==> src/rtl/myo_spi_responder.sv <==
// Motor-board responder for the 12-word myo SPI frame: serves snapshot status words
// to a word-level SPI slave core and publishes the PWM reference after a well-formed frame.
module myo_spi_responder #(
  parameter int          FRAME_WORDS  = 12,
  parameter logic [15:0] START_MARKER = 16'h8000
) (
  input  logic        clock,
  input  logic        reset,
  input  logic        ss_n,
  input  logic        di_req,
  input  logic        write_ack,
  input  logic        do_valid,
  input  logic [15:0] do_word,
  input  logic [31:0] position,
  input  logic [15:0] velocity,
  input  logic [15:0] current,
  input  logic [15:0] displacement,
  input  logic [15:0] sensor1,
  input  logic [15:0] sensor2,
  output logic [15:0] tx_word,
  output logic        wren,
  output logic [15:0] pwm_ref,
  output logic        pwm_valid,
  output logic        frame_done,
  output logic        frame_error,
  output logic [15:0] frame_count,
  output logic [7:0]  error_count,
  output logic [1:0]  dbg_state
);

  localparam int TXW = $clog2(FRAME_WORDS + 1);
  localparam int RXW = $clog2(FRAME_WORDS + 2);
  localparam logic [TXW-1:0] TX_END  = TXW'(FRAME_WORDS);
  localparam logic [RXW-1:0] RX_FULL = RXW'(FRAME_WORDS);
  localparam logic [RXW-1:0] RX_MAX  = RXW'(FRAME_WORDS + 1);

  typedef enum logic [1:0] {
    IDLE     = 2'd0,
    WAIT_ACK = 2'd1,
    WAIT_REQ = 2'd2
  } state_t;

  state_t          r_state;
  logic            r_ss_prev, r_di_prev, r_ack_prev, r_do_prev;
  logic [TXW-1:0]  r_tx_idx;
  logic [RXW-1:0]  r_rx_cnt;
  logic            r_marker_ok;
  logic [15:0]     r_pwm_shadow;
  logic [31:0]     r_pos_s;
  logic [15:0]     r_vel_s, r_cur_s, r_disp_s, r_s1_s, r_s2_s;
  logic [15:0]     r_tx_word, r_pwm_ref, r_frame_count;
  logic [7:0]      r_error_count;
  logic            r_wren, r_pwm_valid, r_frame_done, r_frame_error;

  logic            w_ss_fall, w_ss_rise, w_di_rise, w_ack_rise, w_do_rise, w_rx_event;
  logic [RXW-1:0]  w_rx_cnt_next;
  logic            w_marker_next, w_good;
  logic [15:0]     w_pwm_next, w_slot;

  // Handshake: a word on tx_word is offered while wren is high and is taken on the
  // rising edge of write_ack; di_req and do_valid likewise act only on their rising edges.
  assign w_ss_fall  = r_ss_prev & ~ss_n;
  assign w_ss_rise  = ~r_ss_prev & ss_n;
  assign w_di_rise  = ~r_di_prev & di_req;
  assign w_ack_rise = ~r_ack_prev & write_ack;
  assign w_do_rise  = ~r_do_prev & do_valid;
  assign w_rx_event = w_do_rise && (r_state != IDLE);

  // Receive bookkeeping is computed ahead so a word arriving with ss_n rise still counts.
  always_comb begin
    w_rx_cnt_next = r_rx_cnt;
    w_marker_next = r_marker_ok;
    w_pwm_next    = r_pwm_shadow;
    if (w_rx_event) begin
      if (r_rx_cnt != RX_MAX) w_rx_cnt_next = r_rx_cnt + 1'b1;
      if (r_rx_cnt == '0) w_marker_next = (do_word == START_MARKER);
      if (r_rx_cnt == RXW'(1)) w_pwm_next = do_word;
    end
    w_good = (w_rx_cnt_next == RX_FULL) && w_marker_next;
  end

  always_comb begin
    w_slot = 16'h0000;
    case (r_tx_idx)
      TXW'(5):  w_slot = r_pos_s[31:16];
      TXW'(6):  w_slot = r_pos_s[15:0];
      TXW'(7):  w_slot = r_vel_s;
      TXW'(8):  w_slot = r_cur_s;
      TXW'(9):  w_slot = r_disp_s;
      TXW'(10): w_slot = r_s1_s;
      TXW'(11): w_slot = r_s2_s;
      default:  w_slot = 16'h0000;
    endcase
  end

  always_ff @(posedge clock) begin
    if (reset) begin
      r_state       <= IDLE;
      r_ss_prev     <= 1'b0;
      r_di_prev     <= 1'b0;
      r_ack_prev    <= 1'b0;
      r_do_prev     <= 1'b0;
      r_tx_idx      <= '0;
      r_rx_cnt      <= '0;
      r_marker_ok   <= 1'b0;
      r_pwm_shadow  <= 16'h0000;
      r_pos_s       <= 32'h0;
      r_vel_s       <= 16'h0;
      r_cur_s       <= 16'h0;
      r_disp_s      <= 16'h0;
      r_s1_s        <= 16'h0;
      r_s2_s        <= 16'h0;
      r_tx_word     <= 16'h0;
      r_wren        <= 1'b0;
      r_pwm_ref     <= 16'h0;
      r_pwm_valid   <= 1'b0;
      r_frame_done  <= 1'b0;
      r_frame_error <= 1'b0;
      r_frame_count <= 16'h0;
      r_error_count <= 8'h0;
    end else begin
      r_ss_prev     <= ss_n;
      r_di_prev     <= di_req;
      r_ack_prev    <= write_ack;
      r_do_prev     <= do_valid;
      r_pwm_valid   <= 1'b0;
      r_frame_done  <= 1'b0;
      r_frame_error <= 1'b0;
      if (r_state == IDLE) begin
        if (w_ss_fall) begin
          r_pos_s     <= position;
          r_vel_s     <= velocity;
          r_cur_s     <= current;
          r_disp_s    <= displacement;
          r_s1_s      <= sensor1;
          r_s2_s      <= sensor2;
          r_tx_idx    <= '0;
          r_rx_cnt    <= '0;
          r_marker_ok <= 1'b0;
          r_tx_word   <= 16'h0000;
          r_wren      <= 1'b1;
          r_state     <= WAIT_ACK;
        end
      end else begin
        r_rx_cnt     <= w_rx_cnt_next;
        r_marker_ok  <= w_marker_next;
        r_pwm_shadow <= w_pwm_next;
        if (w_ss_rise) begin
          r_wren  <= 1'b0;
          r_state <= IDLE;
          if (w_good) begin
            r_pwm_ref     <= {w_pwm_next[14], w_pwm_next[14:0]};
            r_pwm_valid   <= 1'b1;
            r_frame_done  <= 1'b1;
            r_frame_count <= r_frame_count + 16'd1;
          end else begin
            r_frame_error <= 1'b1;
            if (r_error_count != 8'hFF) r_error_count <= r_error_count + 8'd1;
          end
        end else if (r_state == WAIT_ACK && w_ack_rise) begin
          r_wren   <= 1'b0;
          r_tx_idx <= r_tx_idx + 1'b1;
          r_state  <= WAIT_REQ;
        end else if (r_state == WAIT_REQ && w_di_rise && r_tx_idx < TX_END) begin
          r_tx_word <= w_slot;
          r_wren    <= 1'b1;
          r_state   <= WAIT_ACK;
        end
      end
    end
  end

  assign tx_word     = r_tx_word;
  assign wren        = r_wren;
  assign pwm_ref     = r_pwm_ref;
  assign pwm_valid   = r_pwm_valid;
  assign frame_done  = r_frame_done;
  assign frame_error = r_frame_error;
  assign frame_count = r_frame_count;
  assign error_count = r_error_count;
  assign dbg_state   = r_state;

endmodule

==> config.mk <==
export PLATFORM = sky130hd
export DESIGN_NAME = myo_spi_responder
export DESIGN_NICKNAME = d
export VERILOG_FILES = /design/src/rtl/myo_spi_responder.sv
export SDC_FILE = /design/constraint.sdc
export NUM_CORES = 1
export LEC_CHECK = 0
export BUFFER_PORTS_ARGS = -buffer_cell sky130_fd_sc_hd__buf_2
export CAP_MARGIN = 10
export CORE_AREA = 2 2 132 134
export DETAILED_ROUTE_END_ITERATION = 12
export DIE_AREA = 0 0 134 136
export PLACE_DENSITY = 0.71
export SETUP_SLACK_MARGIN = 0.3
export SLEW_MARGIN = 0
export SYNTH_ARGS = -nofsm -noshare
export SYNTH_HDL_FRONTEND = slang
export SYNTH_SLANG_ARGS = --single-unit
==> constraint.sdc <==
create_clock -name clock -period 3.55 [get_ports clock]
set_clock_uncertainty 0.2 [all_clocks]
set_input_delay 0.5325 -clock clock [delete_from_list [all_inputs] [get_ports clock]]
set_output_delay 0.5325 -clock clock [all_outputs]
set_load 0.01 [all_outputs]
# After elaboration in Yosys (flattened, before gate mapping)
# Cells that the tools add are included.
[op_classes]
n_addsub = 4
order_cmp = 1
n_eq_ne = 17
mux = 31
bitwise = 13
reduce_logical = 18
[op_table]
columns = ["operator", "count"]
rows = [
  ["16-bit case mux with 7 select lines", 1],
  ["16-bit two-way mux", 5],
  ["15-bit two-way mux", 2],
  ["4-bit two-way mux", 7],
  ["4-bit equality test (second input constant)", 5],
  ["16-bit by 1-bit adder with 16-bit output (second input constant)", 1],
  ["16-bit equality test (second input constant)", 1],
  ["4-bit by 3-bit equality test with 1-bit output (second input constant)", 3],
  ["1-bit two-way mux", 11],
  ["2-bit two-way mux", 5],
  ["4-bit by 1-bit adder with 4-bit output (second input constant)", 2],
  ["8-bit by 1-bit adder with 8-bit output (second input constant)", 1],
  ["8-bit != test (second input constant)", 1],
  ["1-bit NOT", 8],
  ["4-bit AND reduction", 2],
  ["3-bit AND reduction", 2],
  ["2-bit nonzero test", 3],
  ["1-bit AND", 5],
  ["1-bit logical AND", 5],
  ["4-bit by 1-bit equality test with 1-bit output (second input constant)", 1],
  ["4-bit logical NOT", 1],
  ["4-bit < comparator (second input constant)", 1],
  ["2-bit != test (second input constant)", 2],
  ["4-bit != test (second input constant)", 1],
  ["other kinds (7)", 8],
]
[word_totals]
regBits = 200
in_bits = 134
output_inout_bits = 62

# Depth between registers and ports, before layout
[depth]
ltp_word = 8
depth_mapped = 10

# Worst setup path after synthesis
# No wires, ideal clock.
[synth_timing]
path_kind = "reg-to-reg"
start = "register r_rx_cnt[1]"
end = "register r_error_count[6] (netlist: error_count[6])"
setup_time_ps = 121
t_arrival_ps = 2278
t_required_ps = 3229
setup_slack_ps = 951
path_stages_with_launch = 9
period_less_slack_ps = 2599
path_cell_list = "dfxtp_1 -> inv_1 -> ha_1 -> a311oi_4 -> mux2i_1 -> a211oi_1 -> buf_2 -> or4_1 -> mux2_2"
[synth_between]
elab_chain_cells = 7
elab_cells_between_ends = 11
cone_classes = "add/sub (1); eq/ne (2); mux (4); bitwise (1); reduce/logical (3)"
[synth_rtl]
columns = ["item", "line_no", "rtl"]
rows = [
  ["start: declaration", "46", "logic [RXW-1:0] r_rx_cnt;"],
  ["start signal: assignment", "145", "r_rx_cnt <= w_rx_cnt_next;"],
  ["4-bit by 1-bit adder with 4-bit output or 4-bit != test (tied branches)", "75", "if (r_rx_cnt != RX_MAX) w_rx_cnt_next = r_rx_cnt + 1'b1;"],
  ["4-bit two-way mux", "75", ""],
  ["4-bit two-way mux", "74", "if (w_rx_event) begin"],
  ["4-bit equality test", "79", "w_good = (w_rx_cnt_next == RX_FULL) && w_marker_next;"],
  ["1-bit logical AND (*)", "79", ""],
  ["1-bit NOT (no line) (*)", "n/a", ""],
  ["4-bit AND reduction (no line) (*)", "n/a", ""],
  ["end signal: assignment", "158", "if (r_error_count != 8'hFF) r_error_count <= r_error_count + 8'd1;"],
  ["end: declaration", "52", "logic [7:0] r_error_count;"],
]
# Every way passes the cells marked *; elsewhere a longest branch is shown, timed or not.
# A chain may end at the register's enable or synchronous reset.

# Worst setup path in the final report
[layout_timing]
start = "register r_rx_cnt[1]"
end = "register r_pwm_ref[10] (netlist: pwm_ref[10])"
[layout_between]
elab_chain_cells = 6
elab_cells_between_ends = 13
cone_classes = "add/sub (1); eq/ne (3); mux (6); reduce/logical (3)"
[layout_rtl]
columns = ["item", "line_no", "rtl"]
rows = [
  ["4-bit by 1-bit adder with 4-bit output or 4-bit != test (tied branches)", "75", ""],
  ["4-bit two-way mux", "75", ""],
  ["4-bit two-way mux", "74", ""],
  ["4-bit equality test", "79", ""],
  ["1-bit logical AND", "79", ""],
  ["3-bit AND reduction (no line)", "n/a", ""],
  ["end signal: assignment", "152", "r_pwm_ref <= {w_pwm_next[14], w_pwm_next[14:0]};"],
  ["end: declaration", "51", "logic [15:0] r_tx_word, r_pwm_ref, r_frame_count;"],
]
# Parallel ways exist; a longest one is shown, timed or not.

==> reports/summary.txt <==
Status = finished clean
Final period util = 84.50%
CP Capture Type = flop
Finish-stage setup viols = 0
Root buf cell = clkbuf_16
Register area share after synthesis = 48.22%
Detailed Route WL = 22180 um
Mean Syn Cell Area = 8.337 um2
Io pins = 196
Nets = 1283
YS warnings = 0
CTS tree = built
Tightest Pin Transition = 0.8148 ns
Pre-Repair DR Iteration Count = 5
RSZ-0062 raised after global routing = false
Setup Buffers After CTS = 0
Number of synthesized flops with an enable pin = 0
Initial antenna violation count = 0
Layout fillers = 1573
Initial core utilization = 48.95%
Multi-input combinational cell area = 3926 um2
CTS Sinks = 199
Post-Synthesis Cells = 991
Die height = 136 um
Synth unique cells = 51
Core area = 16880 um2
CTS Hold Buffers Added = 0
Most frequent cells in the layout = nand2_1 (238), dfxtp_1 (199), buf_2 (194)
GPL Wtd Cong = 0.7994
P per Cell Area = 457.6 nW/um2
#FFs+latches synth = 199
Layout cell share with drive strength beyond 1 = 23.50%
Vias in the first global route = 6499
Util after Layout = 59.02%
Async set or reset register ratio after synthesis = 0%
Post-DR wirelength/cell = 16.09 um
Total grt overflow = 0
Crit start category = flop
Commonest non-fill, non-tap cell in the layout = nand2_1
Clock Tree Buf Depth = 2
Diode count = 0
Cts bufs inserted = 17
Via density = 5.458
Post-CTS resize count = 0
CP max-delay cell = a211o_1
Slew margin rel. = 45.68%
Routed Antenna Nets = 0
Max_cap viols = 0
First-pass GRT wire length = 34320 um
Slew Viols, Final = 0
Die width = 134 um
Static Leak = 4.006 nW
Reg clk slew, reported paths = 0.07 ns
Crit path DAT = 3.12 ns
Area grow syn2layout = 20.57%
Die ar. = 18220 um2
Mapped Nets = 1134
Largest net degree at the start of global routing = 104
Dpl hpwl = 15160 um
Clk Latency, worst-skew pair = 0.44 ns
All-Layer GR Usage = 23.73%
Fin Setup TNS = 0 ns
Max Clk Rate = 333.3 MHz
Site row count = 48
Register area = 3984 um2
Ys flop type = dfxtp_1
Critical-path maximum fanout = 28
Total power = 4.558 mW
Fin. Hold Viols = 0
Syn Std Cell Area = 8262 um2
VDD IR max = 0.3674 mV
Min-delay worst type = primary input to flop
Critical path class = flop to flop
Data required, critical path = 3.67 ns
Vias = 7521
Setup slack, reg-to-reg = 0.55 ns
1st-iter DRT viols = 748
Count of input and output buffers = 195
CP max stage delay = 0.60 ns
DRC viols = 0
Depth of the CTS H-tree = 4
Cell chain of the critical path = inv_1, ha_1, a311oi_4, mux2i_1, a211o_1, nor2_2, buf_4, mux2_2
Minimum clock period = 3.000 ns
## synthesized netlist by cell type (2+ instances only)
library cell  number  area (um2)
inv_1              9       33.78
o31ai_1           12       90.09
and2_1             5       31.28
nor2b_1           27       168.9
o21a_1             2       15.01
nand2_1          238       893.4
nand3_1           29       145.1
xor2_1             2       17.52
mux2i_1           19       190.2
buf_1              5       18.77
and3b_1            3       26.28
a222oi_1          16       160.2
a21oi_1          134       670.6
nor4b_1            2       17.52
and4_1             2       17.52
o21ai_0            8       40.04
nor3_1            11       55.05
a31oi_1            2       12.51
nand4_1            5       31.28
clkbuf_1          64       240.2
dfxtp_1          199        3984
ha_1               9       112.6
nand2b_1           3       18.77
nand3b_1           2       15.01
buf_2              7       35.03
buf_4              3       22.52
or2_2              2       12.51
mux2_2            22       247.7
nor4_1             5       31.28
nor2_1            57       214.0
a22oi_1           51       382.9
a211o_1            2       17.52
or3_1              3       18.77
or4_1             14       105.1
## kinds of logic (layout without fill, tap and decap cells)
| group | count (synthesis) | count (layout) | synth area share (%) |
|---|---|---|---|
| flops | 199 | 199 | 48.22 |
| xor+xnor | 3 | 3 | 0.3181 |
| fa+ha+maj | 9 | 9 | 1.363 |
| simple gates | 416 | 416 | 22.66 |
| mux | 41 | 41 | 5.301 |
| buf+inv | 89 | 251 | 4.377 |
| compound gates | 234 | 234 | 17.76 |
## cell type report
type	count	share of cell area, %
Sequential cell	199	39.99
Multi-Input combinational cell	703	39.42
Timing Repair Buffer	210	11.24
Clock buffer	19	4.547
Tap cell	225	2.826
Clock inverter	13	1.633
Inverter	9	0.3392
## per-stage QoR
| stage | cells | setup slack (ns) | hold WS (ns) | instance area [um2] |
|---|---|---|---|---|
| after global placement | 1346 | 0.4913 | 0.2414 | 9345 |
| after CTS | 1378 | 0.5667 | 0.1192 | 9961 |
| after floorplan | 991 | 0.9510 | 0.2357 | 8262 |
| after detailed placement | 1346 | 0.4015 | 0.2465 | 9345 |
| after global routing | 1378 | 0.3149 | 0.1232 | 9961 |
| final | 1378 | 0.5501 | 0.1230 | 9961 |
## sequential cells by signal, indices dropped and copies added (netlist names)
signal        flops
r_s1_s           16
r_ack_prev        1
r_marker_ok       1
r_pos_s          32
frame_done        1
r_tx_idx          4
r_di_prev         1
r_do_prev         1
pwm_ref          15
frame_error       1
r_s2_s           16
r_rx_cnt          4
r_vel_s          16
r_cur_s          16
r_pwm_shadow     15
frame_count      16
dbg_state         2
r_ss_prev         1
error_count       8
tx_word          16
r_disp_s         16
## critical path: cells and delay by family (launching register included)
| kind | cells | cell delay (ns) |
|---|---|---|
| compound gates | 2 | 0.99 |
| buf+inv | 2 | 0.34 |
| simple gates | 1 | 0.20 |
| fa+ha+maj | 1 | 0.24 |
| flops | 1 | 0.40 |
| mux | 2 | 0.53 |
## final timing paths
check,start,to,depth (start not counted)
worst max register to register,r_rx_cnt[1]$_SDFFE_PP0P_,pwm_ref[10]$_SDFFE_PP0P_,8
worst min register to register,r_s2_s[3]$_SDFFE_PP0P_,r_s2_s[3]$_SDFFE_PP0P_,2
worst max-delay path,r_rx_cnt[1]$_SDFFE_PP0P_,pwm_ref[10]$_SDFFE_PP0P_,8
worst min-delay path,velocity[8],r_vel_s[8]$_SDFFE_PP0P_,3
## power breakdown
group | switching, mW | internal, mW | total, mW
clock network | 0.894 | 1.10 | 1.99
registers | 0.0288 | 2.28 | 2.31
logic | 0.154 | 0.105 | 0.259
total | 1.08 | 3.48 | 4.56
## per-layer routing
metal	GRT usage, %	up-vias	part of all wire (%)	wire length [um]
li1	-	3752	-	-
met1	34.45	3506	47	10470
met2	35.81	245	45	9950
met3	4.922	18	6.8	1499
met4	6.383	0	1.1	255
met5	0	-	0	0
(Power assumes the default switching activity.)
